### config.mk
export PLATFORM = sky130hd
export DESIGN_NAME = bp_counter_table
export DESIGN_NICKNAME = d
export VERILOG_FILES = /design/src/rtl/bp_counter_table.sv
export SDC_FILE = /design/constraint.sdc
export NUM_CORES = 1
export LEC_CHECK = 0
export CORE_MARGIN = 5
export CORE_UTILIZATION = 50
export CTS_CLUSTER_SIZE = 12
export DETAILED_ROUTE_END_ITERATION = 16
export PLACE_DENSITY = 0.81
export SLEW_MARGIN = 30
export SYNTH_ARGS = -nofsm -noshare
export SYNTH_HDL_FRONTEND = slang
export SYNTH_SLANG_ARGS = --single-unit
export TNS_END_PERCENT = 10
### constraint.sdc
create_clock -name clk -period 4.9 [get_ports clk]
set_clock_uncertainty 0.05 [all_clocks]
set_input_delay 1.47 -clock clk [delete_from_list [all_inputs] [get_ports clk]]
set_output_delay 1.47 -clock clk [all_outputs]
set_load 0.05 [all_outputs]
### src/rtl/bp_counter_table.sv
// Pattern history table: one saturating counter per PC-indexed entry, with a
// registered prediction that forwards same-cycle updates to the same entry.

module sat_updn #(
    parameter int WIDTH = 2
) (
    input  logic [WIDTH-1:0] cnt_in,
    input  logic             up,
    input  logic             dn,
    output logic [WIDTH-1:0] cnt_out
);
    localparam logic [WIDTH-1:0] CNT_MAX = {WIDTH{1'b1}};
    localparam logic [WIDTH-1:0] CNT_MIN = {WIDTH{1'b0}};
    localparam logic [WIDTH-1:0] CNT_ONE = {{(WIDTH-1){1'b0}}, 1'b1};

    // Single saturating step; conflicting or absent requests leave the value alone.
    always_comb begin
        cnt_out = cnt_in;
        if (up && !dn && (cnt_in != CNT_MAX)) begin
            cnt_out = cnt_in + CNT_ONE;
        end else if (dn && !up && (cnt_in != CNT_MIN)) begin
            cnt_out = cnt_in - CNT_ONE;
        end else begin
            cnt_out = cnt_in;
        end
    end
endmodule

module bp_counter_table #(
    parameter int LINES    = 32,
    parameter int WIDTH    = 2,
    parameter int PC_WIDTH = 32
) (
    input  logic                clk,
    input  logic                rst,
    input  logic                pred_valid,
    input  logic [PC_WIDTH-1:0] pred_pc,
    input  logic                pred_stall,
    output logic                pred_out_valid,
    output logic                pred_taken,
    input  logic                upd_valid,
    input  logic [PC_WIDTH-1:0] upd_pc,
    input  logic                upd_taken
);
    localparam int IDX_W = $clog2(LINES);
    // Weakly not-taken: MSB clear, all lower bits set.
    localparam logic [WIDTH-1:0] CTR_RST = {1'b0, {(WIDTH-1){1'b1}}};

    logic [WIDTH-1:0] ctr_r [LINES];
    logic [IDX_W-1:0] upd_idx_s;
    logic [IDX_W-1:0] pred_idx_s;
    logic [WIDTH-1:0] upd_cur_s;
    logic [WIDTH-1:0] upd_nxt_s;
    logic [WIDTH-1:0] ctr_fwd_s;
    logic             pred_out_valid_r;
    logic             pred_taken_r;
    logic             unused_pc_bits_s;

    assign upd_idx_s  = upd_pc[IDX_W+1:2];
    assign pred_idx_s = pred_pc[IDX_W+1:2];
    assign upd_cur_s  = ctr_r[upd_idx_s];

    // Byte offset and high PC bits do not take part in indexing (no tag).
    assign unused_pc_bits_s = ^{pred_pc[1:0], upd_pc[1:0],
                                pred_pc[PC_WIDTH-1:IDX_W+2], upd_pc[PC_WIDTH-1:IDX_W+2]};

    sat_updn #(.WIDTH(WIDTH)) u_sat_updn (
        .cnt_in  (upd_cur_s),
        .up      (upd_taken),
        .dn      (!upd_taken),
        .cnt_out (upd_nxt_s)
    );

    // Lookup value, bypassing the counter being written this cycle.
    always_comb begin
        ctr_fwd_s = ctr_r[pred_idx_s];
        if (upd_valid && (upd_idx_s == pred_idx_s)) begin
            ctr_fwd_s = upd_nxt_s;
        end else begin
            ctr_fwd_s = ctr_r[pred_idx_s];
        end
    end

    // Counter array write-back.
    always_ff @(posedge clk) begin
        if (rst) begin
            for (int i = 0; i < LINES; i++) begin
                ctr_r[i] <= CTR_RST;
            end
        end else if (upd_valid) begin
            ctr_r[upd_idx_s] <= upd_nxt_s;
        end
    end

    // Prediction output registers, held while stalled.
    always_ff @(posedge clk) begin
        if (rst) begin
            pred_out_valid_r <= 1'b0;
            pred_taken_r     <= 1'b0;
        end else if (pred_stall) begin
            pred_out_valid_r <= pred_out_valid_r;
            pred_taken_r     <= pred_taken_r;
        end else if (pred_valid) begin
            pred_out_valid_r <= 1'b1;
            pred_taken_r     <= ctr_fwd_s[WIDTH-1];
        end else begin
            pred_out_valid_r <= 1'b0;
            pred_taken_r     <= 1'b0;
        end
    end

    assign pred_out_valid = pred_out_valid_r;
    assign pred_taken     = pred_taken_r;
endmodule

==> metrics.txt, run 1 <==
outcome=finished clean; Tcrit/Tclk final=about nine tenths; reg-to-reg slack, setup=roughly 1.9 ns; Post-DP Area=between 4000 and 5000 um^2; gpl congestion=between 0.9 and 1; Max Slew Vio Count=0; CP Capture Type=flop; CTS Sinks=between 60 and 70; post-synthesis cell area=around 4000 um^2; die area=approximately 9600 um^2; 1st-iter DRT viols=between 300 and 400; Vias/cell=~6.1; design area=between 4000 and 5000 um^2; number of global-route vias before repair=2836; Fmax achieved=approximately 0.22 GHz; WL final=between 9000 and 10000 um; Yosys top cell area share=49.4%; CTS Buffer Depth=2; slew at the pin closest to its max-slew limit=around 0.57 ns; Final Setup Violations=0; pwr/cell area=roughly 310 nW/um^2; Max-Cap Viols=0; cell with the most instances after synthesis=edfxtp_1; min-delay worst type=reg2reg; first-pass GRT wire length=14700 um; CTS tree=yes; Die X=98.2 um; Final Critical Period=4.48 ns; Ys Warns=0; clock latency on the worst-skew pair=roughly 0.35 ns; hpwl dp=6500 um; Yosys reg bits=66; fin nets=~430; Crit Path Class=in2reg; n_diodes=0; CORE AREA=roughly 7600 um^2; postcts setup bufs=0; largest net degree at the start of global routing=37; CP Launch Type=primary input; syn avg cell area=between 10 and 15 um^2; Syn Nets=between 400 and 500; Critical Path RT=between 4 and 5 ns; Synth-to-Final Area Change=13.3%; crit path max fanout=25; routed vias=approximately 2900; CTS clk-pin slew, worst paths=around 0.070 ns; ys flop type=edfxtp_1; Final ANT Viol Nets=0; layout cells sized above 1=between 10% and 20%; final core area utilization=57.7%; hold_buf cts=0; Avg WL per Cell=between 15 and 20 um; Starting Density=roughly half; Seq/Total Area, Yosys=50.4%; total negative slack=0 ns; top cells by area, synth=edfxtp_1, mux4_2, mux2i_1; Post-Synthesis Cells=348; Rel. slew slack=61.8%; FP Rows=32; crit path DAT=4.51 ns; Die Y=between 90 and 100 um; Lkg Pwr=approximately 1.5 nW; RSZ-0062 raised after global routing=false; global route overflow=0; initial antenna violation count=0; IO Pins=72; top post-synthesis cells by count=edfxtp_1, nand2_1, nor2_1; Root Driver=clkbuf_8; I/O Buffers=17; router iterations before antenna repair=5; final hold violation count=0; H-Tree Depth=3; # resized after CTS=0; worst vdd ir=around 0.00016 V; cell taking the most area after synthesis=edfxtp_1; Num CTS Buffers=9; layout filler cell count=about 630; fraction of registers with async set/reset=0%; total track usage=19.8%; count of cell types in the netlist=47; Post-synth EDFFs=64; DRC violations left=0
-- flip-flops by register name, summed over array words and instances, names as in the netlist --
signal / count
ctr_r: 64
pred_out_valid: 1
pred_taken: 1
-- stage by stage --
stage,hold slack [ns],setup slack [ns],total power [mW],cells
3_3_place_gp,0.405,0.101,0.889,453
3_5_place_dp,0.413,0.0570,0.896,453
5_1_grt,0.457,0.274,1.43,469
6_report,0.421,0.417,1.38,469
2_1_floorplan,0.634,0.915,0.816,348
4_1_cts,0.424,0.399,1.39,469
-- routing by layer --
metal,part of all wire (%),up-vias,routed length (um),GRT usage [%]
met1,39,1405,3600,24.7
met5,0,-,0,0
met3,7.7,28,707,4.64
met2,50,129,4620,33.0
met4,3.2,0,293,8.61
li1,-,1307,-,-
-- where the power goes --
group          internal [mW]  switching, mW
sequential             0.631        0.00875
combinational         0.0999          0.145
clock                  0.283          0.211
-- path summary, 6_finish.rpt --
path,from,to,depth (start not counted)
worst max-delay path,upd_pc[2],ctr_r[3][0],10
worst min-delay path,pred_out_valid,pred_out_valid,2
worst max register to register,ctr_r[25][1],ctr_r[3][0],9
worst min register to register,pred_out_valid,pred_out_valid,2
-- cell usage in the layout, fill, tap and decap left out, types with 4 or more instances in the layout --
master           Yosys  routed
buf_12               0       5
and2_1               4       4
buf_4                4      12
nand3_1             23      23
or2_2               13      13
nand2_1             37      37
mux4_1               5       5
edfxtp_1            64      64
mux4_2               8       8
clkdlybuf4s50_1      0      17
inv_1                5       5
nand2b_1            16      16
xor2_1               4       4
mux2_2               7       7
a22oi_1              4       4
and3_1               5       5
mux2i_1             17      17
nor3_1              20      20
nor2b_1              5       5
a21oi_1              8       8
nor2_1              34      34
a21o_1               5       5
clkbuf_8             0       9
-- critical path, stage by stage --
cell and delay, ns:
clkdlybuf4s50_1 0.51, buf_12 0.20, mux4_1 0.59, a32oi_1 0.34, nand4_2 0.24, ha_1 0.27, mux2i_1 0.37, xnor2_2 0.21
buf_12 0.19, nand3_1 0.09
-- cell type report --
class	count	area, um^2	area share, %
multi-input combinational	246	1730	39.3
sequential	66	1960	44.5
inverter	5	18.8	0.426
clock buffer	10	128	2.89
timing repair buffer	34	360	8.17
clock inverter	6	81.3	1.84
tap	102	128	2.89
-- kinds of logic (layout without fill, tap and decap cells) --
kind of cell    Yosys count  in the layout  share of synthesized area (%)
compound gates           31             31                           5.85
xor+xnor                  6              6                           1.54
fa+ha+maj                 2              2                          0.643
buf+inv                  36             55                           5.05
flops                    66             66                           50.4
mux                      37             37                           14.4
simple gates            170            170                           22.1
Power figures use the tool's default switching activity.
==> run 2, diff against run 1 <==
--- a/config.mk
+++ b/config.mk
@@ -9,7 +9,9 @@
 export CORE_UTILIZATION = 50
 export CTS_CLUSTER_SIZE = 12
 export DETAILED_ROUTE_END_ITERATION = 16
+export GPL_TIMING_DRIVEN = 0
 export PLACE_DENSITY = 0.81
+export RECOVER_POWER = 50
 export SLEW_MARGIN = 30
 export SYNTH_ARGS = -nofsm -noshare
 export SYNTH_HDL_FRONTEND = slang
==> run 2 against run 1 <==
  * Worst hold slack better by 0.010 ns
  * Non-clock buffer count increased by 8
  * Global-route usage increased by 1.8 points
  * Cell count grew 1.7%
  * Wire length increased by 9.1%
  * Die area stayed put
  * Register-to-register slack worse by 0.22 ns
  * Flip-flop and latch count stayed put
  * Count of clock-buffer cells in the layout fell by 1
==> metrics.txt, run 2 (synthesis results as in run 1) <==
outcome=finished clean; DRC violations left=0; RSZ-0062 raised after global routing=false; reg-to-reg slack, setup=1.68 ns; slew at the pin closest to its max-slew limit=0.779 ns; Max Slew Vio Count=0; min-delay src=pred_out_valid; CTS Buffer Depth=2; CORE AREA=around 7600 um^2; Die Y=98.2 um; final hold violation count=0; reg2reg path depth=10; Vias/cell=roughly 6.3; number of global-route vias before repair=slightly below 3000; max reg flops=64; first-pass GRT wire length=approximately 16000 um; Final Power=about 1.5 mW; min-delay worst type=reg2reg; Final ANT Viol Nets=0; initial antenna violation count=0; most frequent cells in the layout=edfxtp_1, nand2_1, nor2_1; Crit Path Class=in2reg; IO Pins=72; postcts setup bufs=0; n_diodes=0; clock power share=between 40% and 50%; Reg with most FFs=ctr_r; internal power=1.11 mW; crit path DAT=4.78 ns; hold_buf cts=0; Die X=~98 um; CP Capture Type=flop; CP Launch Type=primary input; die area=between 9000 and 10000 um^2; RR Startpoint=ctr_r[27][1]; sequential share of power=approximately 43%; I/O Buffers=11; Post-DP Area=just over 4000 um^2; global route overflow=0; r2r endpoint=ctr_r[29][0]; Hold Path Depth=2; switching share of power=roughly a quarter; routed vias=about 3000; Starting Density=between 50% and 60%; Lkg Pwr=~1.4 nW; H-Tree Depth=3; Final Setup Violations=0; CTS tree=yes; Tcrit/Tclk final=a little over nine tenths; Max-Cap Viols=0; net switching power figure=388 uW; most common cell after layout, fill and taps aside=edfxtp_1; Critical Path RT=4.92 ns; router iterations before antenna repair=6; clock latency on the worst-skew pair=0.36 ns; combinational power share=between 15 and 20%; Final Critical Period=around 4.8 ns; total track usage=a little over a fifth; largest net degree at the start of global routing=13; hold endpoint=pred_out_valid; fin nets=442; gpl congestion=about 1; Rel. slew slack=roughly 48%; worst vdd ir=~0.00016 V; CTS Sinks=66; Synth-to-Final Area Change=13.2%; Fmax achieved=0.210 GHz; 1st-iter DRT viols=320; Avg WL per Cell=21.1 um; FP Rows=32; pwr/cell area=between 300 and 400 nW/um^2; crit path max fanout=10; WL final=approximately 10000 um; layout cells sized above 1=~18%; hpwl dp=between 7000 and 8000 um; CTS clk-pin slew, worst paths=0.08 ns; design area=around 4400 um^2; Root Driver=clkbuf_8; Num CTS Buffers=9
run 2: cell count changes in the layout (fill, tap and decap cells not counted), sizes merged:
cell           change
clkdlybuf4s50      -8
clkbuf            +13
clkinv             -2
bufinv             +2
clkinvlp           +1
dlygate4sd3        +2
run 2: worst max-delay path by stage:
stage | from | to | slack, ns
after global routing | upd_pc[3] | ctr_r[4][0] | 0.03
after floorplan | upd_pc[3] | ctr_r[16][0] | 0.92
final | upd_pc[3] | ctr_r[29][0] | 0.14
after detailed placement | upd_pc[3] | ctr_r[2][0] | -0.19
after global placement | upd_pc[3] | ctr_r[4][0] | -0.19
after CTS | upd_pc[3] | ctr_r[29][0] | 0.16
run 2: per-stage QoR:
stage	setup TNS [ns]	hold slack [ns]	util [%]	worst slack [ns]	instances
6_report	0	0.431	57.6	0.143	477
5_1_grt	0	0.455	57.6	0.0304	477
4_1_cts	0	0.445	57.5	0.156	477
3_5_place_dp	-4.18	0.433	54.1	-0.186	461
3_3_place_gp	-3.94	0.401	54.0	-0.188	461
2_1_floorplan	0	0.634	-	0.915	348
run 2: routing by layer:
metal | global-route usage, % | up-vias | part of all wire [%]
li1 | - | 1332 | -
met1 | 27.5 | 1456 | 39
met2 | 36.4 | 178 | 50
met3 | 3.43 | 37 | 8.2
met4 | 10.1 | 0 | 3.4
met5 | 0 | - | 0
run 2: timing repair:
action | in CTS | in global routing
hold endpoints to repair | 0 | 0
gates resized for setup | 0 | 1
setup endpoints to repair | 0 | 17
run 2: critical path, cell delays in order:
cell and delay [ns]:
clkdlybuf4s50_1 0.52, buf_4 0.24, buf_2 0.35, mux2i_1 0.32, o221ai_1 0.14, a21oi_1 0.24
nand4_2 0.23, inv_1 0.12, ha_1 0.19, mux2i_2 0.13, xnor2_2 0.48, buf_6 0.23
nand3_1 0.11
run 2: layout make-up:
cell class	instances	area, um^2
Buffer	31	178
Clock buffer	9	124
Clock inverter	7	141
Fill cell	633	3240
Inverter	5	18.8
Multi-Input combinational cell	246	1740
Sequential cell	66	1960
Tap cell	102	128
Timing Repair Buffer	11	110
run 2: power by group through the flow:
stage	Combinational, mW	Sequential, mW	Clock, mW
after floorplan	0.165	0.650	0
after global placement	0.235	0.651	0
after detailed placement	0.239	0.652	0
after CTS	0.240	0.639	0.615
after global routing	0.261	0.640	0.638
final	0.246	0.640	0.612
